### src/rtl/skew_ram_feeder.sv
// Banked RAM that streams one word per lane per cycle, skewed diagonally so that
// lane i trails lane 0 by i cycles, as required at the edge of a systolic array.
module skew_ram_feeder #(
   parameter int DATA_W = 16,
   parameter int ADDR_W = 4,
   parameter int LANES  = 2,
   localparam int LANE_W = (LANES > 1) ? $clog2(LANES) : 1
) (
   input  logic                    clk,
   input  logic                    rst_n,
   input  logic                    wr_en,
   input  logic [LANE_W-1:0]       wr_lane,
   input  logic [ADDR_W-1:0]       wr_addr,
   input  logic [DATA_W-1:0]       wr_data,
   output logic                    wr_err,
   input  logic                    start,
   input  logic [ADDR_W-1:0]       base,
   input  logic [ADDR_W:0]         len,
   output logic                    busy,
   output logic [LANES*DATA_W-1:0] out_data,
   output logic [LANES-1:0]        out_valid,
   output logic                    done
);
   localparam int DEPTH = 2**ADDR_W;
   localparam int NTAP  = LANES * (LANES + 1) / 2;

   typedef enum logic [1:0] {IDLE, RUN, DRAIN} state_t;
   state_t state, next_state;

   logic [DATA_W-1:0] mem [LANES][DEPTH] = '{default: '0};

   logic [ADDR_W-1:0] base_q;
   logic [ADDR_W:0]   len_q;
   logic [ADDR_W:0]   k;
   logic [ADDR_W:0]   len_clamp;
   logic [ADDR_W-1:0] rd_addr;
   logic              lane_ok;
   logic              wr_ok;
   logic              start_ok;
   logic              rd_en;
   logic              last_read;

   // Triangular skew storage: lane i owns taps i*(i+1)/2 .. i*(i+1)/2+i, the first
   // being its read-stage register and the last driving the lane output.
   logic [DATA_W-1:0] tap_data [NTAP];
   logic [NTAP-1:0]   tap_valid;
   logic [NTAP-1:0]   tap_last;

   always_comb begin
      busy      = (state != IDLE);
      lane_ok   = int'(wr_lane) < LANES;
      wr_ok     = wr_en && !busy && lane_ok;
      len_clamp = (len > (ADDR_W+1)'(DEPTH)) ? (ADDR_W+1)'(DEPTH) : len;
      start_ok  = (state == IDLE) && start && (len != '0);
      rd_en     = (state == RUN);
      last_read = rd_en && (k == len_q - (ADDR_W+1)'(1));
      rd_addr   = base_q + k[ADDR_W-1:0];
      done      = tap_valid[NTAP-1] && tap_last[NTAP-1];
   end

   // DRAIN is left only once the last lane has shown its final word.
   always_comb begin
      next_state = state;
      case (state)
         IDLE:    if (start_ok)  next_state = RUN;
         RUN:     if (last_read) next_state = DRAIN;
         DRAIN:   if (done)      next_state = IDLE;
         default:                next_state = IDLE;
      endcase
   end

   always_ff @(posedge clk or negedge rst_n) begin
      if (!rst_n) begin
         state  <= IDLE;
         base_q <= '0;
         len_q  <= '0;
         k      <= '0;
         wr_err <= 1'b0;
      end else begin
         state  <= next_state;
         wr_err <= wr_en && !wr_ok;
         if (start_ok) begin
            base_q <= base;
            len_q  <= len_clamp;
            k      <= '0;
         end else if (rd_en) begin
            k <= k + 1'b1;
         end
      end
   end

   always_ff @(posedge clk) begin
      if (wr_ok) begin
         mem[wr_lane][wr_addr] <= wr_data;
      end
   end

   // Idle cycles load zero data so every lane reads 0 whenever it is not valid.
   always_ff @(posedge clk or negedge rst_n) begin
      if (!rst_n) begin
         for (int t = 0; t < NTAP; t++) begin
            tap_data[t] <= '0;
         end
         tap_valid <= '0;
         tap_last  <= '0;
      end else begin
         for (int i = 0; i < LANES; i++) begin
            for (int j = 0; j <= i; j++) begin
               if (j == 0) begin
                  tap_data[i*(i+1)/2]  <= rd_en ? mem[i][rd_addr] : '0;
                  tap_valid[i*(i+1)/2] <= rd_en;
                  tap_last[i*(i+1)/2]  <= last_read;
               end else begin
                  tap_data[i*(i+1)/2+j]  <= tap_data[i*(i+1)/2+j-1];
                  tap_valid[i*(i+1)/2+j] <= tap_valid[i*(i+1)/2+j-1];
                  tap_last[i*(i+1)/2+j]  <= tap_last[i*(i+1)/2+j-1];
               end
            end
         end
      end
   end

   always_comb begin
      out_data  = '0;
      out_valid = '0;
      for (int i = 0; i < LANES; i++) begin
         out_data[i*DATA_W +: DATA_W] = tap_data[i*(i+1)/2+i];
         out_valid[i]                 = tap_valid[i*(i+1)/2+i];
      end
   end

endmodule

### config.mk
export PLATFORM = sky130hd
export DESIGN_NAME = skew_ram_feeder
export DESIGN_NICKNAME = d
export VERILOG_FILES = /design/src/rtl/skew_ram_feeder.sv
export SDC_FILE = /design/constraint.sdc
export NUM_CORES = 1
export LEC_CHECK = 0
export BUFFER_PORTS_ARGS = -buffer_cell sky130_fd_sc_hd__clkbuf_2
export CAP_MARGIN = 30
export CORE_MARGIN = 4
export CORE_UTILIZATION = 58
export CTS_BUF_LIST = sky130_fd_sc_hd__clkbuf_4 sky130_fd_sc_hd__clkbuf_8
export DETAILED_ROUTE_END_ITERATION = 8
export HOLD_SLACK_MARGIN = 0.02
export PLACE_DENSITY_LB_ADDON = 0.15
export SETUP_SLACK_MARGIN = 0.1
export SLEW_MARGIN = 10
export SYNTH_ARGS = -nofsm -noshare
export SYNTH_HDL_FRONTEND = slang
export SYNTH_SLANG_ARGS = --single-unit
### constraint.sdc
create_clock -name clk -period 2.2 [get_ports clk]
set_input_delay 0.22 -clock clk [delete_from_list [all_inputs] [get_ports clk]]
set_output_delay 0.22 -clock clk [all_outputs]
set_load 0.01 [all_outputs]
==> results.py, run 1 <==
metrics = {
    "outcome": {
        "outcome": "complete, but fails checks",
        "failed_checks": "setup timing",
    },
    "sta": {
        "hold_viol": 0,
        "finalMaxSlewViolations": 0,
        "timing.final.crit_share_pct": 120,
        "setup_slack_ps": -446,
        "rsz0062_at_grt": "true",
        "clock_skew_ps": 33.1,
        "finalCriticalPeriod_ps": 2650,
        "slew_headroom_pct": 45.8,
        "max_clock_freq_mhz": 378,
        "tightestPinTransition_ps": 813,
        "setup_viol": 32,
    },
    "floorplanning": {
        "io-pin-count": 71,
        "die_y_um": 203,
        "die_w_um": 203,
        "initial_utilization_pct": 58.7,
        "coreArea_sq_um": 37600,
        "num_rows": 71,
        "dieArea_sq_um": 41200,
    },
    "yosys": {
        "yosysTopAreaCell": "edfxtp_1",
        "syn_nets": 1039,
        "ys_warn_count": 0,
        "ys_types": 38,
        "synth-seq-cells": 581,
        "yosysMostFrequentCell": "edfxtp_1",
        "synthCells": 999,
        "synth_edf_count": 512,
        "synth-main-ff-cell": "edfxtp_1",
        "synth_area_sq_um": 22100,
        "synthArstFlopShare_pct": 11.9,
        "ys_top_cells_by_count": "edfxtp_1, mux4_2, dfrtp_1",
        "synth_top_area_share_pct": 69.7,
        "synth_seq_area_share_pct": 77.5,
        "synth.area.top_cells": "edfxtp_1, mux4_2, dfrtp_1",
        "avgSynthCellArea_sq_um": 22.1,
    },
    "global_routing": {
        "grt_max_degree": 52,
        "grt_usage_pct": 24.0,
        "grt_overflow": 0,
        "grt_pass1_wl_mm": 71.5,
        "antenna_found_initial": 0,
        "grt_pass1_vias": 10951,
    },
    "routing": {
        "m1WireLength_mm": 20.5,
        "routedWlPerCell_um": 26.4,
        "drc": 0,
        "met2_length_mm": 22.9,
        "dr.pass1.iters": 5,
        "routed_wl_mm": 48.2,
        "avgViaCountPerCell": 5.88,
        "top_layer_used": "met4",
        "wl_met3_mm": 4.21,
        "postRouteAntennaNets": 0,
        "drt_iter0_drc": 1054,
        "vias": 10735,
    },
    "placement": {
        "gp_congestion": 0.762,
        "dp_hpwl_mm": 27.3,
        "dpl_cell_area_sq_um": 23900,
        "dp_slack_ps": -538,
        "numPortBuffers": 70,
    },
    "clock_tree": {
        "cts_buffers": 90,
        "clk_pin_slew_ps": 60,
        "cts.path.max_buffers": 3,
        "tritoncts": "yes",
        "root_buffer": "clkbuf_8",
        "h-tree-depth": 3,
        "insertion_delay_ps": 640,
        "clock_sinks": 581,
    },
    "critical_path": {
        "cp-start-kind": "flip-flop",
        "crit_type": "reg2reg",
        "ff2ff_setup_slack_ps": -450,
        "worst-path-max-fanout": 11,
        "crit_arrival_ps": 3130,
        "worstPathRequired_ps": 2690,
        "end_kind": "flip-flop",
    },
    "power": {
        "irDropWorstVdd_v": 0.00197,
        "leakage_nw": 9.19,
        "pwr_density_cell_nw_per_um2": 1790,
        "finalPower_w": 0.0473,
    },
    "run": {
        "cap_violations": 0,
    },
    "finish": {
        "final_area_sq_um": 26500,
        "antennaDiodeCount": 0,
        "drive_gt1_share_pct": 40.8,
        "syn_to_final_growth_pct": 20.1,
        "fin_nets": 1283,
    },
    "hold_path": {
        "hp-class": "in2reg",
    },
}
[kinds of logic after synthesis]
logic type / count (synthesis) / share of synthesized area, %
muxes: 199 / 16.3
DFF: 581 / 77.5
xor gates and xnor gates: 13 / 0.550
and+or+nand+nor: 77 / 1.75
buffers and inverters: 81 / 2.25
AOI/OAI and AO/OA: 42 / 1.25
adders and majority gates: 6 / 0.374
[path summary, 6_finish.rpt]
check / startpoint / to / cells past startpoint
worst max-delay path: base_q[0]$_DFFE_PN0P_ / tap_data[17]$_DFF_PN0_ / 8
worst min-delay path: start / k[4]$_DFFE_PN0P_ / 3
worst max register to register: base_q[0]$_DFFE_PN0P_ / tap_data[17]$_DFF_PN0_ / 8
worst min register to register: tap_data[18]$_DFF_PN0_ / out_data[18]$_DFF_PN0_ / 0
max in group asynchronous: rst_n / out_data[28]$_DFF_PN0_ / 4
min in group asynchronous: rst_n / out_data[26]$_DFF_PN0_ / 3
[cell type report]
cell class / instances / area [sq um]
clock buffer: 137 / 1690
clock inverter: 26 / 146
fill: 2210 / 11100
inverter: 7 / 26.3
multi-input combinational: 337 / 4800
sequential: 581 / 17100
tap: 511 / 639
timing repair buffer: 226 / 2090
[flip-flops by register name, indices dropped and copies added (netlist names)]
signal     cells
base_q         4
k              5
len_q          5
mem          512
out_data      32
state          2
tap_data      16
tap_last       2
tap_valid      2
wr_err         1
[critical path, stage by stage (launching register included)]
cell and delay (ps):
dfrtp_1 380, ha_4 150, inv_2 40, fa_4 850, buf_12 180, buf_4 140
mux4_2 320, mux2i_4 260, o22ai_1 150
[cell usage in the layout, fill, tap and decap left out, types with 7 or more instances in the layout]
| master | instances |
|---|---|
| mux2i_1 | 42 |
| xnor2_1 | 9 |
| clkbuf_8 | 106 |
| clkbuf_2 | 69 |
| buf_4 | 94 |
| buf_12 | 29 |
| nor2_1 | 32 |
| mux4_2 | 128 |
| edfxtp_1 | 512 |
| mux2i_4 | 21 |
| clkinv_2 | 11 |
| o22ai_1 | 30 |
| dfrtp_1 | 69 |
| clkinv_1 | 12 |
| dlygate4sd3_1 | 17 |
| buf_6 | 7 |
| nand2_1 | 9 |
| clkbuf_4 | 31 |
[routing by layer]
metal | GRT usage (%) | up-vias
li1 | - | 4568
met1 | 36.5 | 5639
met2 | 35.8 | 474
met3 | 6.36 | 54
met4 | 5.88 | 0
met5 | 0 | -
[through the flow]
stage	util (%)	hold slack (ps)	std cells	TNS [ps]
floorplan	-	-75.6	999	-13240
global placement	63.6	128	1626	-11190
detailed placement	63.6	128	1626	-11780
CTS	70.2	25.0	1821	-10300
global route	70.5	65.5	1825	-13590
finish	70.5	57.3	1825	-11180
[power by group]
part           switching, W  total, W  internal, W
clock               0.00396   0.00897      0.00501
sequential         0.000309    0.0131       0.0128
combinational        0.0116    0.0252       0.0136
[what timing repair did]
| item | in CTS | in global routing |
|---|---|---|
| buffers inserted | 12 | 2 |
| pin swaps | 3 | 1 |
| hold endpoints to repair | 79 | 0 |
| resized for setup | 59 | 10 |
| endpoints found under the setup margin | 32 | 32 |
| hold buffers | 17 | 0 |
| gates cloned | 3 | 2 |
Power figures use the tool's default switching activity.
==> run 2: changes to the inputs <==
--- a/config.mk
+++ b/config.mk
@@ -5,7 +5,7 @@
 export SDC_FILE = /design/constraint.sdc
 export NUM_CORES = 1
 export LEC_CHECK = 0
-export BUFFER_PORTS_ARGS = -buffer_cell sky130_fd_sc_hd__clkbuf_2
+export BUFFER_PORTS_ARGS = -buffer_cell sky130_fd_sc_hd__buf_4
 export CAP_MARGIN = 30
 export CORE_MARGIN = 4
 export CORE_UTILIZATION = 58
==> results.py, run 2 (synthesis gave the netlist of run 1 again) <==
metrics = {
    "outcome": {
        "outcome": "complete, but fails checks",
        "failed_checks": "setup timing",
    },
    "routing": {
        "avgViaCountPerCell": 5.87,
        "vias": 10806,
        "drc": 0,
        "routed_wl_mm": 47.3,
        "postRouteAntennaNets": 0,
        "routedWlPerCell_um": 25.7,
        "drt_iter0_drc": 1074,
        "dr.pass1.iters": 8,
    },
    "finish": {
        "regMostFlops": "mem",
        "fill_cells": 2211,
        "layout_commonest_cell": "edfxtp_1",
        "final_cell_mix": "edfxtp_1, buf_4, mux4_2",
        "syn_to_final_growth_pct": 22.3,
        "drive_gt1_share_pct": 41.3,
        "final_area_sq_um": 27000,
        "antennaDiodeCount": 0,
        "seqCellArea_sq_um": 17100,
        "multi_input_area_sq_um": 4850,
        "largest_reg_flops": 512,
        "fin_nets": 1294,
    },
    "clock_tree": {
        "cts.path.max_buffers": 3,
        "h-tree-depth": 3,
        "clock_sinks": 581,
        "insertion_delay_ps": 630,
        "root_buffer": "clkbuf_8",
        "tritoncts": "yes",
        "clk_pin_slew_ps": 60,
        "cts_buffers": 90,
    },
    "critical_path": {
        "cp_slowest_cell": "fa_4",
        "crit_arrival_ps": 3140,
        "slowest_delay_ps": 840,
        "worst-path-max-fanout": 6,
        "ff2ff_setup_slack_ps": -450,
        "r2r_cells": 8,
        "cp_cell_sequence": "ha_4, inv_2, fa_4, buf_6, bufbuf_16, mux4_2, mux2i_4, o22ai_2",
        "worstPathRequired_ps": 2690,
        "crit_family": "adder cells",
        "cp.buffers_inverters": 3,
        "crit_type": "reg2reg",
        "r2r-start": "k[0]$_DFFE_PN0P_",
        "cp-start-kind": "flip-flop",
        "reg2reg_to": "tap_data[17]$_DFF_PN0_",
        "end_kind": "flip-flop",
    },
    "floorplanning": {
        "num_rows": 71,
        "initial_utilization_pct": 58.7,
        "die_w_um": 203,
        "io-pin-count": 71,
        "dieArea_sq_um": 41200,
        "die_y_um": 203,
        "coreArea_sq_um": 37600,
    },
    "sta": {
        "rsz0062_at_grt": "true",
        "max_clock_freq_mhz": 377,
        "tightestPinTransition_ps": 460,
        "timing.final.crit_share_pct": 121,
        "finalCriticalPeriod_ps": 2650,
        "slew_headroom_pct": 69.3,
        "setup_slack_ps": -455,
        "clock_skew_ps": 17.2,
        "tns_ps": -12480,
        "setup_viol": 32,
        "hold_viol": 0,
        "finalMaxSlewViolations": 0,
    },
    "global_routing": {
        "grt_usage_pct": 24.0,
        "grt_max_degree": 39,
        "grt_pass1_wl_mm": 72.2,
        "antenna_found_initial": 0,
        "grt_pass1_vias": 11178,
        "grt_overflow": 0,
    },
    "placement": {
        "dpl_cell_area_sq_um": 24100,
        "dp_slack_ps": -558,
        "numPortBuffers": 70,
        "gp_congestion": 0.745,
        "dp_hpwl_mm": 26.9,
    },
    "power": {
        "pwr_density_cell_nw_per_um2": 1780,
        "finalPower_w": 0.0481,
        "leakage_nw": 9.32,
        "irDropWorstVdd_v": 0.00115,
    },
    "run": {
        "cap_violations": 0,
    },
    "hold_path": {
        "hp-class": "in2async",
    },
}
## run 2: cell types whose count changed in the layout (fill, tap and decap cells not counted), sizes merged
cell and change:
clkinvlp +3, bufinv +1, dlygate4sd3 +15, buf +65, bufbuf +1, clkbuf -67
clkinv -3
## run 2: layer usage
metal	up-vias	part of all wire [%]	global-route usage [%]
met5	-	0	0
met4	0	1.3	5.85
met3	47	8.9	5.62
met2	473	47	35.9
met1	5669	43	37.0
li1	4617	-	-
## run 2: what timing repair did
| action | 4_1_cts | 5_1_grt |
|---|---|---|
| setup buffers | 17 | 3 |
| endpoints found under the hold margin | 413 | 0 |
| resized for setup | 68 | 10 |
| endpoints found under the setup margin | 32 | 157 |
| hold buffers | 32 | 0 |
| pin swaps | 13 | 3 |
| gates cloned | 3 | 1 |
## run 2: worst max-delay path by stage
| stage | start | end | slack [ps] | cells after the start |
|---|---|---|---|---|
| floorplan | state[0]$_DFFE_PN0P_ | mem[1][176]$_DFFE_PP_ | -100 | 5 |
| detailed placement | base_q[0]$_DFFE_PN0P_ | tap_data[27]$_DFF_PN0_ | -560 | 8 |
| global placement | base_q[0]$_DFFE_PN0P_ | tap_data[31]$_DFF_PN0_ | -550 | 8 |
| global route | base_q[0]$_DFFE_PN0P_ | tap_data[25]$_DFF_PN0_ | -530 | 10 |
| finish | k[0]$_DFFE_PN0P_ | tap_data[17]$_DFF_PN0_ | -450 | 8 |
| CTS | k[0]$_DFFE_PN0P_ | tap_data[17]$_DFF_PN0_ | -470 | 8 |
## run 2: cell type report
class	count	share of cell area (%)
well taps	511	2.37
flip-flops and latches	581	63.4
repair buffers	237	9.26
clock inverters	27	0.668
multi-input cells	337	18.0
clock buffers	140	6.24
inverters	7	0.0974
## run 2: metrics by stage
stage,util (%),std cells,hold slack [ps]
after floorplan,-,999,-75.6
after detailed placement,64.1,1617,204
after CTS,71.6,1836,67.9
final,71.8,1840,89.3
after global routing,71.8,1840,95.7
after global placement,64.1,1617,199
## run 2: power by group
group | switching (W) | total, W | internal (W) | leakage [nW]
clock | 0.00397 | 0.00907 | 0.00510 | 0.988
sequential | 0.000344 | 0.0131 | 0.0128 | 5.46
combinational | 0.0116 | 0.0259 | 0.0143 | 2.87
==> run 3: changes to the inputs <==
--- a/config.mk
+++ b/config.mk
@@ -8,7 +8,7 @@
 export BUFFER_PORTS_ARGS = -buffer_cell sky130_fd_sc_hd__buf_4
 export CAP_MARGIN = 30
 export CORE_MARGIN = 4
-export CORE_UTILIZATION = 58
+export CORE_UTILIZATION = 60
 export CTS_BUF_LIST = sky130_fd_sc_hd__clkbuf_4 sky130_fd_sc_hd__clkbuf_8
 export DETAILED_ROUTE_END_ITERATION = 8
 export HOLD_SLACK_MARGIN = 0.02
==> constraint.sdc (replaced) <==
create_clock -name clk -period 2.6 [get_ports clk]
set_input_delay 0.26 -clock clk [delete_from_list [all_inputs] [get_ports clk]]
set_output_delay 0.26 -clock clk [all_outputs]
set_load 0.01 [all_outputs]
==> results.py, run 3 (synthesis gave the netlist of run 1 again) <==
metrics = {
    "outcome": {
        "outcome": "completed",
    },
    "critical_path": {
        "crit_arrival_ps": 3090,
        "cp_cell_sequence": "ha_4, inv_2, fa_4, buf_12, buf_12, buf_16, mux4_2, mux2i_1, o22ai_1",
        "worst-path-max-fanout": 8,
        "crit_type": "reg2reg",
        "cp-start-kind": "flip-flop",
        "crit_top_cell": "buf_12",
        "r2r-start": "k[0]$_DFFE_PN0P_",
        "ff2ff_setup_slack_ps": 0.3,
        "crit_start": "k[0]$_DFFE_PN0P_",
        "crit_end": "out_data[7]$_DFF_PN0_",
        "reg2reg_to": "out_data[7]$_DFF_PN0_",
        "r2r_cells": 9,
        "cp_slowest_cell": "fa_4",
        "end_kind": "flip-flop",
        "worstPathRequired_ps": 3090,
        "slowest_delay_ps": 770,
    },
    "sta": {
        "slew_headroom_pct": 63.7,
        "setup_slack_ps": 0.316,
        "setup_viol": 0,
        "finalCriticalPeriod_ps": 2600,
        "rsz0062_at_grt": "true",
        "finalMaxSlewViolations": 0,
        "max_clock_freq_mhz": 385,
        "hold_viol": 0,
        "timing.final.crit_share_pct": 100,
        "tightestPinTransition_ps": 544,
        "clock_skew_ps": 27.6,
    },
    "finish": {
        "fin_nets": 1237,
        "syn_to_final_growth_pct": 19.0,
        "layout_commonest_cell": "edfxtp_1",
        "finish.utilization_pct": 73.1,
        "largest_reg_flops": 512,
        "final_cell_mix": "edfxtp_1, mux4_2, buf_4",
        "regMostFlops": "mem",
        "antennaDiodeCount": 0,
        "drive_gt1_share_pct": 38.8,
    },
    "hold_path": {
        "hp-class": "in2reg",
    },
    "floorplanning": {
        "die_y_um": 200,
        "io-pin-count": 71,
        "coreArea_sq_um": 35900,
        "die_w_um": 200,
        "dieArea_sq_um": 39900,
        "num_rows": 69,
        "initial_utilization_pct": 61.4,
    },
    "power": {
        "leakage_nw": 9.01,
        "irDropWorstVdd_v": 0.00133,
        "pwr_density_cell_nw_per_um2": 1480,
    },
    "routing": {
        "postRouteAntennaNets": 0,
        "dr.pass1.iters": 7,
        "drt_iter0_drc": 1117,
        "routed_wl_mm": 48.8,
        "vias": 10731,
        "avgViaCountPerCell": 6.21,
        "routedWlPerCell_um": 28.2,
        "drc": 0,
    },
    "global_routing": {
        "grt_pass1_vias": 11067,
        "grt_pass1_wl_mm": 71.8,
        "grt_max_degree": 39,
        "grt_usage_pct": 25.2,
        "antenna_found_initial": 0,
        "grt_overflow": 0,
    },
    "run": {
        "cap_violations": 0,
    },
    "placement": {
        "dp_slack_ps": -127,
        "dp_hpwl_mm": 26.9,
        "gp_congestion": 0.777,
        "numPortBuffers": 70,
    },
    "clock_tree": {
        "insertion_delay_ps": 630,
        "clk_pin_slew_ps": 70,
        "root_buffer": "clkbuf_8",
        "cts_buffers": 90,
        "h-tree-depth": 3,
        "cts.path.max_buffers": 3,
        "tritoncts": "yes",
        "clock_sinks": 581,
    },
}
==> run 3: worst max-delay path: cells and delay by family, from the launching register on <==
family / cells / cell delay, ps
AO/OA/AOI/OAI: 1 / 120
flip-flops: 1 / 390
buffers and inverters: 4 / 510
multiplexers: 2 / 530
adder cells (fa/ha/maj): 2 / 920
==> run 3: report_power, final <==
part / internal (W) / switching, W
Combinational: 0.0107 / 0.00958
Clock: 0.00408 / 0.00336
Sequential: 0.0108 / 0.000316
Total: 0.0256 / 0.0133
==> run 3: what timing repair did <==
item | CTS | global route
gates resized for setup | 51 | 15
hold buffers | 11 | 1
setup buffers | 7 | 2
hold endpoints to repair | 78 | 1
gates cloned | 8 | 1
setup endpoints to repair | 28 | 32
pin swaps | 13 | 13
==> run 3: metrics by stage <==
step / cells / setup TNS [ps] / hold slack, ps / total power, W / cell area [sq um]
2_1_floorplan: 999 / 0 / -35.6 / 0.0221 / 22100
3_5_place_dp: 1537 / -637 / 255 / 0.0275 / 23700
3_3_place_gp: 1536 / -559 / 334 / 0.0273 / 23700
6_report: 1728 / 0 / 75.0 / 0.0388 / 26200
5_1_grt: 1728 / -518 / 28.0 / 0.0406 / 26200
4_1_cts: 1725 / -23.4 / 23.6 / 0.0383 / 26100
==> run 3: worst min-delay path by stage <==
stage	start	endpoint	slack [ps]	cells past startpoint
4_1_cts	wr_en	wr_err$_DFF_PN0_	20	2
2_1_floorplan	rst_n	base_q[0]$_DFFE_PN0P_	-40	0
5_1_grt	wr_data[14]	mem[0][158]$_DFFE_PP_	30	1
3_3_place_gp	tap_data[25]$_DFF_PN0_	out_data[25]$_DFF_PN0_	330	0
3_5_place_dp	rst_n	tap_data[24]$_DFF_PN0_	250	1
6_report	wr_data[6]	mem[0][246]$_DFFE_PP_	80	1
==> run 3: cell type report <==
class | count | area (sq um)
tap | 461 | 577
inverter | 7 | 26.3
timing repair buffer | 180 | 1970
clock inverter | 33 | 183
fill | 2018 | 9670
multi-input combinational | 337 | 4780
sequential | 581 | 17100
clock buffer | 129 | 1610
==> run 3: per-layer routing <==
metal  global-route usage, %  vias to the layer above  routed length, um
li1                        -                     4493                  -
met1                    37.9                     5719              20000
met2                    39.5                      475              24000
met3                    5.77                       44               4210
met4                    5.13                        0                545
met5                       0                        -                  0
